===== src/rtl/watch_pkg.sv =====
// Shared mode encodings, field limits and decimal-point masks for the watch core.
package watch_pkg;

  typedef enum logic [1:0] {
    MODE_RUN      = 2'd0,
    MODE_SET_SEC  = 2'd1,
    MODE_SET_MIN  = 2'd2,
    MODE_SET_HOUR = 2'd3
  } mode_e;

  localparam logic [5:0] SEC_MAX  = 6'd59;
  localparam logic [5:0] MIN_MAX  = 6'd59;
  localparam logic [4:0] HOUR_MAX = 5'd23;

  localparam logic [5:0] DP_NONE = 6'b000000;
  localparam logic [5:0] DP_SEC  = 6'b000011;
  localparam logic [5:0] DP_MIN  = 6'b001100;
  localparam logic [5:0] DP_HOUR = 6'b110000;

  function automatic logic [5:0] dp_for(input mode_e m);
    logic [5:0] dp;
    dp = DP_NONE;
    unique case (m)
      MODE_RUN:      dp = DP_NONE;
      MODE_SET_SEC:  dp = DP_SEC;
      MODE_SET_MIN:  dp = DP_MIN;
      MODE_SET_HOUR: dp = DP_HOUR;
    endcase
    return dp;
  endfunction

endpackage


===== src/rtl/hms_watch_core_btn_cond.sv =====
// Button conditioner: 2-flop synchronizer, optional debounce (WATCH_DEBOUNCE_EN),
// registered single-cycle rising-edge press pulse.
module btn_cond #(
  parameter logic [19:0] DB_CYCLES = 20'd1000000
) (
  input  logic clk,
  input  logic rst_n,
  input  logic i_btn,
  output logic o_press
);

  logic sync1_q;
  logic sync2_q;
  logic prev_q;
  logic press_q;
  logic press_d;
  logic level;

  always_ff @(posedge clk or negedge rst_n) begin
    if (!rst_n) begin
      sync1_q <= 1'b0;
      sync2_q <= 1'b0;
    end else begin
      sync1_q <= i_btn;
      sync2_q <= sync1_q;
    end
  end

`ifdef WATCH_DEBOUNCE_EN
  logic [19:0] cnt_q;
  logic [19:0] cnt_d;
  logic        db_q;
  logic        db_d;

  // Counter runs only while the synchronized level disagrees; any agreement restarts it.
  always_comb begin
    db_d  = db_q;
    cnt_d = '0;
    if (sync2_q != db_q) begin
      if (cnt_q + 20'd1 >= DB_CYCLES) begin
        db_d  = sync2_q;
        cnt_d = '0;
      end else begin
        cnt_d = cnt_q + 20'd1;
      end
    end
  end

  always_ff @(posedge clk or negedge rst_n) begin
    if (!rst_n) begin
      cnt_q <= '0;
      db_q  <= 1'b0;
    end else begin
      cnt_q <= cnt_d;
      db_q  <= db_d;
    end
  end

  assign level = db_q;
`else
  logic unused_db;
  assign unused_db = ^DB_CYCLES;
  assign level     = sync2_q;
`endif

  always_comb begin
    press_d = level & ~prev_q;
  end

  always_ff @(posedge clk or negedge rst_n) begin
    if (!rst_n) begin
      prev_q  <= 1'b0;
      press_q <= 1'b0;
    end else begin
      prev_q  <= level;
      press_q <= press_d;
    end
  end

  assign o_press = press_q;

endmodule


===== src/rtl/hms_watch_core.sv =====
// Hours/minutes/seconds time-keeping core with button-driven set mode.
// Optional button debounce enabled by defining WATCH_DEBOUNCE_EN.
module hms_watch_core
  import watch_pkg::*;
#(
  parameter logic [19:0] DB_CYCLES = 20'd1000000
) (
  input  logic       clk,
  input  logic       rst_n,
  input  logic       i_tick,
  input  logic       i_btn_mode,
  input  logic       i_btn_up,
  output logic [5:0] o_sec,
  output logic [5:0] o_min,
  output logic [4:0] o_hour,
  output logic [1:0] o_mode,
  output logic [5:0] o_edit_dp
);

  logic mode_press;
  logic up_press;

  btn_cond #(.DB_CYCLES(DB_CYCLES)) u_btn_mode (
    .clk     (clk),
    .rst_n   (rst_n),
    .i_btn   (i_btn_mode),
    .o_press (mode_press)
  );

  btn_cond #(.DB_CYCLES(DB_CYCLES)) u_btn_up (
    .clk     (clk),
    .rst_n   (rst_n),
    .i_btn   (i_btn_up),
    .o_press (up_press)
  );

  mode_e      state_q, state_d;
  logic [5:0] sec_q, sec_d;
  logic [5:0] min_q, min_d;
  logic [4:0] hour_q, hour_d;
  logic [5:0] dp_q, dp_d;

  always_ff @(posedge clk or negedge rst_n) begin
    if (!rst_n) begin
      state_q <= MODE_RUN;
      sec_q   <= '0;
      min_q   <= '0;
      hour_q  <= '0;
      dp_q    <= DP_NONE;
    end else begin
      state_q <= state_d;
      sec_q   <= sec_d;
      min_q   <= min_d;
      hour_q  <= hour_d;
      dp_q    <= dp_d;
    end
  end

  // Mode press takes priority over an up press; ticks only count in RUN.
  always_comb begin
    state_d = state_q;
    sec_d   = sec_q;
    min_d   = min_q;
    hour_d  = hour_q;
    unique case (state_q)
      MODE_RUN: begin
        if (i_tick) begin
          if (sec_q >= SEC_MAX) begin
            sec_d = '0;
            if (min_q >= MIN_MAX) begin
              min_d  = '0;
              hour_d = (hour_q >= HOUR_MAX) ? '0 : hour_q + 5'd1;
            end else begin
              min_d = min_q + 6'd1;
            end
          end else begin
            sec_d = sec_q + 6'd1;
          end
        end
        if (mode_press) state_d = MODE_SET_SEC;
      end
      MODE_SET_SEC: begin
        if (mode_press)    state_d = MODE_SET_MIN;
        else if (up_press) sec_d = (sec_q >= SEC_MAX) ? '0 : sec_q + 6'd1;
      end
      MODE_SET_MIN: begin
        if (mode_press)    state_d = MODE_SET_HOUR;
        else if (up_press) min_d = (min_q >= MIN_MAX) ? '0 : min_q + 6'd1;
      end
      MODE_SET_HOUR: begin
        if (mode_press)    state_d = MODE_RUN;
        else if (up_press) hour_d = (hour_q >= HOUR_MAX) ? '0 : hour_q + 5'd1;
      end
    endcase
    dp_d = dp_for(state_d);
  end

  assign o_sec     = sec_q;
  assign o_min     = min_q;
  assign o_hour    = hour_q;
  assign o_mode    = state_q;
  assign o_edit_dp = dp_q;

endmodule


===== config.mk =====
export PLATFORM = sky130hd
export DESIGN_NAME = hms_watch_core
export DESIGN_NICKNAME = d
export VERILOG_FILES = /design/src/rtl/watch_pkg.sv /design/src/rtl/hms_watch_core_btn_cond.sv /design/src/rtl/hms_watch_core.sv
export SDC_FILE = /design/constraint.sdc
export NUM_CORES = 1
export LEC_CHECK = 0
export BUFFER_PORTS_ARGS = -buffer_cell sky130_fd_sc_hd__buf_2
export CAP_MARGIN = 20
export CORE_MARGIN = 4
export CORE_UTILIZATION = 40
export DETAILED_ROUTE_END_ITERATION = 6
export GPL_ROUTABILITY_DRIVEN = 0
export PLACE_DENSITY = 0.62
export SLEW_MARGIN = 20
export SYNTH_ARGS = -nofsm -noshare
export SYNTH_HDL_FRONTEND = slang
export SYNTH_SLANG_ARGS = --single-unit

===== constraint.sdc =====
create_clock -name clk -period 1.9 [get_ports clk]
set_clock_uncertainty 0.2 [all_clocks]
set_input_delay 0.38 -clock clk [delete_from_list [all_inputs] [get_ports clk]]
set_output_delay 0.38 -clock clk [all_outputs]
set_load 0.01 [all_outputs]

## Word level (Yosys, flattened, before mapping)

Index checks and enable logic that the tools add are counted.

- Bits in registers: 33
- Logic and storage cells: 70

- $add $sub $neg: 3
- $lt $le $gt $ge: 3
- Equal/unequal tests: 15
- Multiplexer cells: 24
- Bitwise gates (word level): 4
- Reduce and logical (&&, ||, !) cells: 8

Operators with widths:

| operator | count |
|---|---|
| 6-bit two-way mux | 9 |
| 5-bit two-way mux | 6 |
| 6-bit one-hot mux with 2 select lines | 2 |
| 6-bit one-hot mux with 4 select lines | 1 |
| 6-bit by 1-bit adder with 6-bit output, second input constant | 2 |
| 6-bit >= comparator, second input constant | 2 |
| 2-bit inequality test, second input constant | 6 |
| 5-bit one-hot mux with 2 select lines | 1 |
| 2-bit == test, second input constant | 4 |
| 2-bit two-way mux | 4 |
| 2-bit one-hot mux with 4 select lines | 1 |
| 2-bit by 1-bit inequality test with 1-bit output, second input constant | 3 |
| 6-bit AND reduction | 1 |
| 2-bit nonzero test | 3 |
| 5-bit by 1-bit adder with 5-bit output, second input constant | 1 |
| 5-bit >= comparator, second input constant | 1 |
| 5-bit AND reduction | 1 |
| 2-bit by 1-bit == test with 1-bit output, second input constant | 2 |
| 2-bit logical NOT | 2 |
| 4-bit AND reduction | 1 |
| 1-bit bitwise AND | 2 |
| 1-bit inverter | 2 |

## Depth between registers and ports, before layout

Gate-level depths: netlist of run 1.

- Word-level depth: 6
- Depth in mapped cells: 7

## By module

A second synthesis of run 1 with hierarchy kept.

- Cell total of the unflattened synthesis: 122
- Area, all modules: 1406.3 µm²

Modules (own cells, without submodules):

| module | times used | cells an instance | area an instance (µm²) |
|---|---|---|---|
| hms_watch_core | 1 | 112 | 1178.6 |
| btn_cond | 2 | 5 | 113.9 |

## Worst setup path before layout of run 1

No wires, ideal clock.

- Path type: flip-flop to flip-flop
- From: register sec_q[0], in the netlist o_sec[0]
- To: register min_q[4], in the netlist o_min[4]
- Arrival: 1.640 ns
- Slack: -0.072 ns
- Stages on the path, launching flop included: 8
- Clock period less this slack: 1.972 ns
- Path through: dfrtp_1 -> ha_1 -> nor2_1 -> nor4b_4 -> o21bai_1 -> buf_2 -> o31ai_1 -> o31ai_1

- Longest elaborated chain between the ends: 3

Ends and longest elaborated chain:

| item | RTL line | source |
|---|---|---|
| from (decl) | hms_watch_core.sv:38 | `logic [5:0] sec_q, sec_d;` |
| from (signal assigned) | hms_watch_core.sv:46 | `sec_q <= '0;` |
| from (signal assigned) | hms_watch_core.sv:52 | `sec_q <= sec_d;` |
| 6-bit >= comparator | hms_watch_core.sv:68 | `if (sec_q >= SEC_MAX) begin` |
| 2-bit inequality test (no line) | -- |  |
| 5-bit AND reduction (no line) | -- |  |
| to (signal assigned) | hms_watch_core.sv:53 | `min_q <= min_d;` |
| to (decl) | hms_watch_core.sv:39 | `logic [5:0] min_q, min_d;` |

No other way between the ends.
A chain may end at the register's enable or synchronous reset.

## Final worst setup path of run 1

- From: register sec_q[1], in the netlist o_sec[1]
- To: register min_q[5], in the netlist o_min[5]

The elaborated chain is that of the path after synthesis.

==> results of run 1 <==
-- final timing paths --
kind	end	slack [ns]	start	cells past startpoint
hold / removal	u_btn_mode.level	0.16	u_btn_mode.sync1_q	0
hold reg to reg	u_btn_mode.level	0.16	u_btn_mode.sync1_q	0
setup / recovery	o_min[5]	0.009	o_sec[1]	7
setup reg to reg	o_min[5]	0.009	o_sec[1]	7
min in group asynchronous	o_mode[1]	0.43	rst_n	2
max in group asynchronous	o_min[1]	0.63	rst_n	2
-- cell families (layout without fill, tap and decap cells) --
kind of cell	after synthesis	after routing	share of synthesized area (%)
simple gates	45	45	19.19
xor+xnor	2	2	1.292
mux	1	1	0.7380
flops	30	30	55.35
fa+ha+maj	3	3	2.768
buf+inv	6	59	2.675
compound gates	37	38	17.99
-- per-stage QoR --
stage	setup slack, ns	power, uW	cells	area, um^2	setup TNS [ns]
detailed placement	0.02635	2143	204	1627	0
global placement	0.07778	2097	204	1627	0
CTS	0.01261	2549	215	1717	0
floorplan	-0.01682	1665	124	1365	-0.01682
global route	-0.08210	2862	222	1813	-0.4291
finish	0.008557	2630	222	1813	0
-- what timing repair did --
action,4_1_cts,5_1_grt
buffers inserted,0,6
resized for setup,0,13
endpoints found under the setup margin,0,8
hold buffers,3,0
hold endpoints to repair,32,0
-- layer usage --
metal  global-route usage (%)  up-vias  part of all wire [%]
met5                        0        -                     0
met4                    3.046        0                     0
met3                    6.463        0                   5.0
met2                    19.83       28                    49
met1                    16.15      554                    46
li1                         -      564                     -
-- layout by cell type, fill, tap and decap left out, types with 2 or more instances in the layout --
cell type	instances
a21o_1	3
a21oi_1	2
a22oi_2	2
a31oi_1	2
and2_1	2
buf_2	29
buf_4	18
clkbuf_4	5
dfrtp_1	30
dlygate4sd3_1	3
ha_1	2
nand2_1	9
nand2b_1	2
nand3_1	7
nand3b_1	4
nor2_1	5
nor2b_1	5
nor3_1	4
o21ai_0	14
o21ai_1	2
o31ai_1	3
o31ai_2	2
o32a_1	2
-- final cells by class --
type | instances | area share, %
clock inverters | 1 | 0.2761
clock buffers | 7 | 3.037
flip-flops and latches | 30 | 41.41
multi-input cells | 89 | 34.51
well taps | 44 | 3.037
repair buffers | 51 | 17.74
-- power breakdown --
part / switching (uW) / total (uW) / internal (uW)
Sequential: 243 / 1080 / 835
Clock: 212 / 391 / 179
Combinational: 591 / 1160 / 571
Total: 1050 / 2630 / 1590
-- critical path, stage by stage, from the launching register on --
cell and delay, ns:
dfrtp_1 0.43, ha_4 0.17, nor2_4 0.05, nor4b_4 0.31, o21bai_1 0.13, buf_4 0.17
buf_6 0.13, o22a_1 0.19
-- registers in the layout, indices dropped and copies added, names as in the netlist --
signal and count:
u_btn_up.o_press 1, u_btn_up.prev_q 1, o_hour 5, u_btn_mode.prev_q 1, u_btn_mode.o_press 1, u_btn_mode.level 1, u_btn_up.sync1_q 1, o_edit_dp 3
u_btn_up.level 1, o_sec 6, u_btn_mode.sync1_q 1, o_min 6, o_mode 2
==> results.py, run 1 <==
metrics = {
    "floorplan": {
        "core_um2": 3153,
        "die_area_um2": 4386,
        "die-height_um": 66.23,
        "initial_utilization_pct": 43.02,
        "std_cell_rows": 20,
        "io_pins": 30,
        "die_w_um": 66.23,
    },
    "logic_synthesis": {
        "synth_area_um2": 1356,
        "synthTopCellsByArea": "dfrtp_1 (55%), o21ai_0 (5.9%), ha_1 (2.8%)",
        "synth_seq_area_share_pct": 55.35,
        "synth_commonest_cells": "dfrtp_1 (30), o21ai_0 (16), nand2_1 (9)",
        "synth_top_area_share_pct": 55.35,
        "synthFlopType": "dfrtp_1",
        "syn_nets": 132,
        "async_reset_ff_share_pct": 100.0,
        "yosys_warnings": 0,
        "synth_cells": 124,
        "syn_area_per_cell_um2": 10.94,
        "synth_area_leader_cell": "dfrtp_1",
        "synth_seq_cells": 30,
        "synth_edf_count": 0,
        "synth_most_common_cell": "dfrtp_1",
        "yosysUniqueCellTypes": 34,
    },
    "final_layout": {
        "seqCellArea_um2": 750.7,
        "fill_cells": 280,
        "multi_input_area_um2": 625.6,
        "utilization_pct": 57.50,
        "num_antenna_cells": 0,
        "finalNetCount": 185,
        "drive_gt1_share_pct": 37.64,
        "syn2layout_area_growth_pct": 33.67,
    },
    "global_route": {
        "antenna_found_initial": 0,
        "grt_pass1_wl_um": 4250,
        "grt_overflow": 0,
        "grt.total_usage_pct": 12.91,
        "grt_max_degree": 31,
        "grt_pass1_vias": 961,
    },
    "timing": {
        "hold_slack_ns": 0.1550,
        "setup_viol": 0,
        "slew_headroom_pct": 56.55,
        "finalCritPeriodShare_pct": 99.55,
        "rsz0062_at_grt": "yes",
        "finalMaxSlewViolations": 0,
        "period_needed_ns": 1.891,
        "tightestPinTransition_ns": 0.6518,
        "hold_violations": 0,
        "fmax_mhz": 528.7,
    },
    "placed_design": {
        "dp_hpwl_um": 1852,
        "numPortBuffers": 29,
    },
    "pwr": {
        "cellPowerDensity_nw_per_um2": 1451,
        "leakage_uw": 0.0008328,
        "peakVddDrop_v": 0.0007184,
    },
    "flow_run": {
        "max_cap_violations": 0,
    },
    "clocking": {
        "cts-root-buf": "clkbuf_4",
        "clk_latency_ns": 0.32,
        "clkTransAtPathRegs_ns": 0.10,
        "clockBufferDepth": 2,
        "cts_sinks": 30,
        "htree_levels": 2,
        "numCtsBuffers": 5,
        "cts_tree": "built",
    },
    "worst_setup_path": {
        "critPathKind": "reg2reg",
        "end_kind": "flop",
        "path_max_fanout": 7,
        "start_kind": "flop",
        "crit_arrival_ns": 1.90,
        "worstPathRequired_ns": 1.91,
    },
    "drt": {
        "viasPerCell": 5.162,
        "drtIter0Drc": 50,
        "vias": 1146,
        "wl_per_cell_um": 12.89,
        "dr.pass1.iters": 4,
        "ant_nets": 0,
        "drc": 0,
        "routed_wl_um": 2861,
    },
    "min_path": {
        "hold_class": "reg2reg",
    },
    "run_status": {
        "status": "completed",
    },
}
No activity file was read; power rests on OpenSTA's default activity.
==> inputs of run 2 (changes only) <==
--- a/config.mk
+++ b/config.mk
@@ -8,10 +8,11 @@
 export BUFFER_PORTS_ARGS = -buffer_cell sky130_fd_sc_hd__buf_2
 export CAP_MARGIN = 20
 export CORE_MARGIN = 4
-export CORE_UTILIZATION = 40
+export CORE_UTILIZATION = 45
 export DETAILED_ROUTE_END_ITERATION = 6
 export GPL_ROUTABILITY_DRIVEN = 0
-export PLACE_DENSITY = 0.62
+export MAX_ROUTING_LAYER = met4
+export PLACE_DENSITY = 0.71
 export SLEW_MARGIN = 20
 export SYNTH_ARGS = -nofsm -noshare
 export SYNTH_HDL_FRONTEND = slang
==> results.py, run 2 (synthesis results as in run 1) <==
metrics = {
    "run_status": {
        "status": "complete, but fails checks",
        "violations": "setup timing",
    },
    "worst_setup_path": {
        "end_kind": "flop",
        "r2r_end": "o_min[5]",
        "path_max_fanout": 6,
        "worstPathRequired_ns": 1.96,
        "start_kind": "flop",
        "r2r-start": "o_sec[1]",
        "critPathKind": "reg2reg",
        "rr_worst_depth": 8,
        "reg2reg_slack_ns": -0.04,
        "crit_arrival_ns": 2.00,
    },
    "drt": {
        "routed_wl_um": 2814,
        "dr.pass1.iters": 4,
        "wl_per_cell_um": 13.34,
        "viasPerCell": 5.450,
        "vias": 1150,
        "ant_nets": 0,
        "drtIter0Drc": 46,
        "drc": 0,
    },
    "timing": {
        "rsz0062_at_grt": "yes",
        "finalCritPeriodShare_pct": 102.0,
        "hold_violations": 0,
        "fmax_mhz": 516.2,
        "setup_viol": 1,
        "tightestPinTransition_ns": 0.6286,
        "finalWorstSetupSlack_ns": -0.03724,
        "period_needed_ns": 1.937,
        "finalMaxSlewViolations": 0,
        "hold_slack_ns": 0.1564,
        "slew_headroom_pct": 58.09,
    },
    "pwr": {
        "peakVddDrop_v": 0.0006922,
        "sequentialPowerShare_pct": 38.3,
        "power_frac_comb_pct": 44.0,
        "p_int_uw": 1700,
        "leakage_uw": 0.0008490,
        "swShare_pct": 38.16,
        "clock_power_share_pct": 17.7,
        "cellPowerDensity_nw_per_um2": 1516,
        "power.switching_uw": 1049,
    },
    "global_route": {
        "grt_pass1_vias": 1032,
        "grt_pass1_wl_um": 4650,
        "grt_overflow": 0,
        "grt_max_degree": 31,
        "antenna_found_initial": 0,
        "grt.total_usage_pct": 15.35,
    },
    "floorplan": {
        "die-height_um": 62.90,
        "die_area_um2": 3956,
        "die_w_um": 62.90,
        "core_um2": 2829,
        "initial_utilization_pct": 47.94,
        "io_pins": 30,
        "std_cell_rows": 19,
    },
    "clocking": {
        "htree_levels": 2,
        "cts_sinks": 30,
        "numCtsBuffers": 5,
        "cts-root-buf": "clkbuf_4",
        "clockBufferDepth": 2,
        "clk_latency_ns": 0.32,
        "clkTransAtPathRegs_ns": 0.09,
        "cts_tree": "built",
    },
    "final_layout": {
        "drive_gt1_share_pct": 38.89,
        "layout_commonest_cell": "dfrtp_1",
        "finalNetCount": 187,
        "num_antenna_cells": 0,
        "syn2layout_area_growth_pct": 33.67,
        "layout_common_cells": "dfrtp_1 (30), buf_2 (29), buf_4 (20), o21ai_0 (13), nand2_1 (9)",
    },
    "placed_design": {
        "pre_cts_ws_ns": 0.01085,
        "dp_hpwl_um": 1956,
        "numPortBuffers": 29,
    },
    "min_path": {
        "min_path_cells": 0,
        "hold_start": "u_btn_up.sync1_q",
        "min_to": "u_btn_up.level",
        "hold_class": "reg2reg",
    },
    "flow_run": {
        "max_cap_violations": 0,
    },
}
-- run 2: worst max path at each step --
stage | from | to | slack (ns) | cells past startpoint
2_1_floorplan | o_sec[0] | o_min[4] | -0.02 | 7
3_3_place_gp | o_sec[1] | o_hour[2] | 0.1 | 6
3_5_place_dp | o_min[1] | o_hour[4] | 0.01 | 6
4_1_cts | o_min[1] | o_hour[2] | 0.006 | 6
5_1_grt | o_sec[0] | o_min[5] | -0.18 | 8
6_report | o_sec[1] | o_min[5] | -0.04 | 8
-- run 2: critical path, stage by stage, from the launching register on --
cell and delay, ns:
dfrtp_1 0.37, ha_2 0.19, nor2_2 0.06, nor4b_4 0.30, o21bai_1 0.13, buf_4 0.17, buf_6 0.13, nor3_2 0.18
o22a_1 0.16
-- run 2: cell type report --
| type | instances | area (um^2) |
|---|---|---|
| well taps | 31 | 38.79 |
| clock buffers | 5 | 37.54 |
| clock inverters | 3 | 40.04 |
| repair buffers | 53 | 336.6 |
| fillers | 226 | 1016 |
| multi-input cells | 89 | 609.3 |
| flip-flops and latches | 30 | 750.7 |
-- run 2: timing repair --
item | 4_1_cts | 5_1_grt
resized for setup | 0 | 13
setup buffers | 0 | 9
hold endpoints to repair | 32 | 0
hold buffers | 3 | 0
endpoints found under the setup margin | 0 | 7
-- run 2: metrics by stage --
| stage | cells | utilization (%) | TNS, ns | instance area [um^2] | power, uW |
|---|---|---|---|---|---|
| 3_5_place_dp | 191 | 56.92 | 0 | 1610 | 2161 |
| 3_3_place_gp | 191 | 56.92 | 0 | 1610 | 2109 |
| 5_1_grt | 211 | 64.09 | -0.4553 | 1813 | 2977 |
| 4_1_cts | 202 | 60.73 | 0 | 1718 | 2664 |
| 2_1_floorplan | 124 | - | -0.01682 | 1365 | 1665 |
| 6_report | 211 | 64.09 | -0.03724 | 1813 | 2748 |
-- run 2: power groups by stage --
stage | combinational (uW) | sequential [uW] | clock (uW)
finish | 1210 | 1050 | 486
CTS | 1110 | 1050 | 506
floorplan | 493 | 1170 | 0
global route | 1350 | 1090 | 536
global placement | 1060 | 1050 | 0
detailed placement | 1100 | 1060 | 0
-- run 2: metal layers --
| layer | vias up | GRT usage [%] | part of all wire, % |
|---|---|---|---|
| met5 | - | - | 0 |
| met4 | 0 | 5.785 | 1.2 |
| met2 | 28 | 22.92 | 47 |
| li1 | 569 | - | - |
| met3 | 5 | 5.396 | 4.0 |
| met1 | 548 | 19.10 | 47 |
==> inputs of run 3 (changes only) <==
--- a/config.mk
+++ b/config.mk
@@ -16,4 +16,5 @@
 export SLEW_MARGIN = 20
 export SYNTH_ARGS = -nofsm -noshare
 export SYNTH_HDL_FRONTEND = slang
+export SYNTH_HIERARCHICAL = 1
 export SYNTH_SLANG_ARGS = --single-unit
==> results.py, run 3 <==
metrics = {
    "logic_synthesis": {
        "synthFlopType": "dfrtp_1",
        "synth_seq_area_share_pct": 53.38,
        "synth_top_area_share_pct": 53.38,
        "syn_nets": 130,
        "yosys_warnings": 6,
        "synth_most_common_cell": "dfrtp_1",
        "synth_seq_cells": 30,
        "synthTopCellsByArea": "dfrtp_1 (53%), o21ai_0 (5.7%), ha_1 (2.7%)",
        "synth_edf_count": 0,
        "synth_area_um2": 1406,
        "synth_area_leader_cell": "dfrtp_1",
        "synth_cells": 122,
        "syn_area_per_cell_um2": 11.53,
        "yosysUniqueCellTypes": 42,
        "synth_commonest_cells": "dfrtp_1 (30), o21ai_0 (16), nand2_1 (10)",
        "async_reset_ff_share_pct": 100.0,
    },
    "global_route": {
        "antenna_found_initial": 0,
        "grt_pass1_vias": 1123,
        "grt.total_usage_pct": 16.29,
        "grt_overflow": 0,
        "grt_max_degree": 31,
        "grt_pass1_wl_um": 5037,
    },
    "clocking": {
        "htree_levels": 2,
        "cts_sinks": 30,
        "clockBufferDepth": 2,
        "cts_tree": "built",
        "clk_latency_ns": 0.32,
        "cts-root-buf": "clkbuf_4",
        "numCtsBuffers": 5,
        "clkTransAtPathRegs_ns": 0.09,
    },
    "final_layout": {
        "design_area_um2": 1836,
        "finalNetCount": 181,
        "layout_common_cells": "buf_2 (29), dfrtp_1 (28), buf_4 (18), o21ai_0 (16), nand2_1 (10)",
        "layout_commonest_cell": "buf_2",
        "seqCellArea_um2": 753.2,
        "num_antenna_cells": 0,
        "syn2layout_area_growth_pct": 30.52,
        "fill_cells": 264,
        "multi_input_area_um2": 634.4,
        "drive_gt1_share_pct": 39.08,
    },
    "worst_setup_path": {
        "slowest_delay_ns": 0.41,
        "crit_arrival_ns": 1.89,
        "path_cells": "ha_4, o2111ai_4, o41ai_4, buf_4, mux2_4",
        "critPathKind": "reg2reg",
        "critPathBufInv": 1,
        "path_max_fanout": 2,
        "start_kind": "flop",
        "reg2reg_slack_ns": 0.02,
        "critPathTopFamily": "compound AO/OA/AOI/OAI gates",
        "end_kind": "flop",
        "cp_slowest_cell": "dfrtp_1",
        "worstPathRequired_ns": 1.91,
    },
    "min_path": {
        "hold_class": "reg2reg",
    },
    "drt": {
        "dr.pass1.iters": 4,
        "routed_wl_um": 2811,
        "ant_nets": 0,
        "drc": 0,
        "drtIter0Drc": 39,
        "viasPerCell": 5.197,
        "vias": 1133,
        "wl_per_cell_um": 12.89,
    },
    "timing": {
        "fmax_mhz": 533.2,
        "period_needed_ns": 1.875,
        "rsz0062_at_grt": "yes",
        "setup_viol": 0,
        "tightestPinTransition_ns": 0.6332,
        "finalMaxSlewViolations": 0,
        "finalCritPeriodShare_pct": 98.70,
        "hold_violations": 0,
        "slew_headroom_pct": 57.79,
    },
    "floorplan": {
        "die-height_um": 63.91,
        "std_cell_rows": 20,
        "core_um2": 3028,
        "initial_utilization_pct": 46.45,
        "io_pins": 30,
        "die_area_um2": 4084,
        "die_w_um": 63.91,
    },
    "pwr": {
        "totalPowerFinal_uw": 2813,
        "cellPowerDensity_nw_per_um2": 1532,
        "peakVddDrop_v": 0.0005917,
        "leakage_uw": 0.0008556,
    },
    "placed_design": {
        "placedInstanceArea_um2": 1672,
        "dp_hpwl_um": 2028,
        "numPortBuffers": 29,
    },
    "flow_run": {
        "max_cap_violations": 0,
    },
    "run_status": {
        "status": "completed",
    },
}
[run 3: changes by cell type in the layout (fill, tap and decap cells not counted), moves of 3 or more]
cell      before  now
clkbuf_8       0    3
nand3_1        7    4
nor2b_1        5    2
o21ai_0       13   16
[run 3: metrics by stage]
step / util, % / TNS, ns / hold slack [ns] / cells / worst slack (ns)
final: 60.62 / 0 / 0.1605 / 218 / 0.02467
after global routing: 60.62 / -0.1079 / 0.1816 / 218 / -0.05485
after CTS: 60.00 / 0 / 0.1593 / 217 / 0.009791
after detailed placement: 55.21 / -0.8512 / 0.1381 / 203 / -0.1606
after global placement: 55.21 / -0.1448 / 0.1335 / 203 / -0.08079
after floorplan: - / -0.3095 / -0.1156 / 122 / -0.1431
[run 3: metal layers]
layer | part of all wire [%] | wire length, um | GRT usage, % | vias to the layer above
met5 | 0 | 0 | - | -
met4 | 1.4 | 40 | 5.391 | 0
met3 | 5.9 | 166 | 6.678 | 6
met2 | 47 | 1334 | 25.03 | 32
met1 | 45 | 1271 | 19.41 | 540
li1 | - | - | - | 555
[run 3: cells by family (layout without fill, tap and decap cells)]
kind of cell	count (synthesis)	after routing	share of synthesized area [%]
simple gates	40	40	17.62
compound gates	38	38	20.02
flops	30	30	53.38
buf+inv	7	59	3.291
fa+ha+maj	4	4	3.381
xor+xnor	2	2	1.246
mux	1	1	1.067
[run 3: final cells by class]
| cell class | instances | share of cell area, % |
|---|---|---|
| sequential | 30 | 41.04 |
| inverter | 1 | 0.2045 |
| timing repair buffer | 50 | 16.91 |
| tap | 44 | 2.999 |
| clock buffer | 8 | 4.294 |
| multi-input combinational | 85 | 34.56 |
[run 3: worst paths after layout]
check | start | end | depth (start not counted)
max | o_min[1] | o_hour[0] | 5
max in group asynchronous | rst_n | o_mode[1] | 2
min in group asynchronous | rst_n | o_sec[5] | 2
min | u_btn_up/sync1_q | u_btn_up/level | 0
min reg2reg | u_btn_up/sync1_q | u_btn_up/level | 0
max reg2reg | o_min[1] | o_hour[0] | 5
[run 3: repair_timing]
action	CTS	global route
buffers inserted	3	1
resized for setup	3	1
hold endpoints to repair	32	0
setup endpoints to repair	10	9
hold buffers	3	0
pin swaps	3	0
[run 3: report_power, final]
part           switching (uW)  internal (uW)  leakage [uW]
clock network             206            253     0.0000446
logic                     674            621      0.000444
registers                 207            851      0.000367
[run 3: worst reg2reg max path, delay by kind of cell, from the launching register on]
kind,cells,cell delay [ns]
compound gates,2,0.54
fa+ha+maj,1,0.17
buf+inv,1,0.18
flops,1,0.41
mux,1,0.28
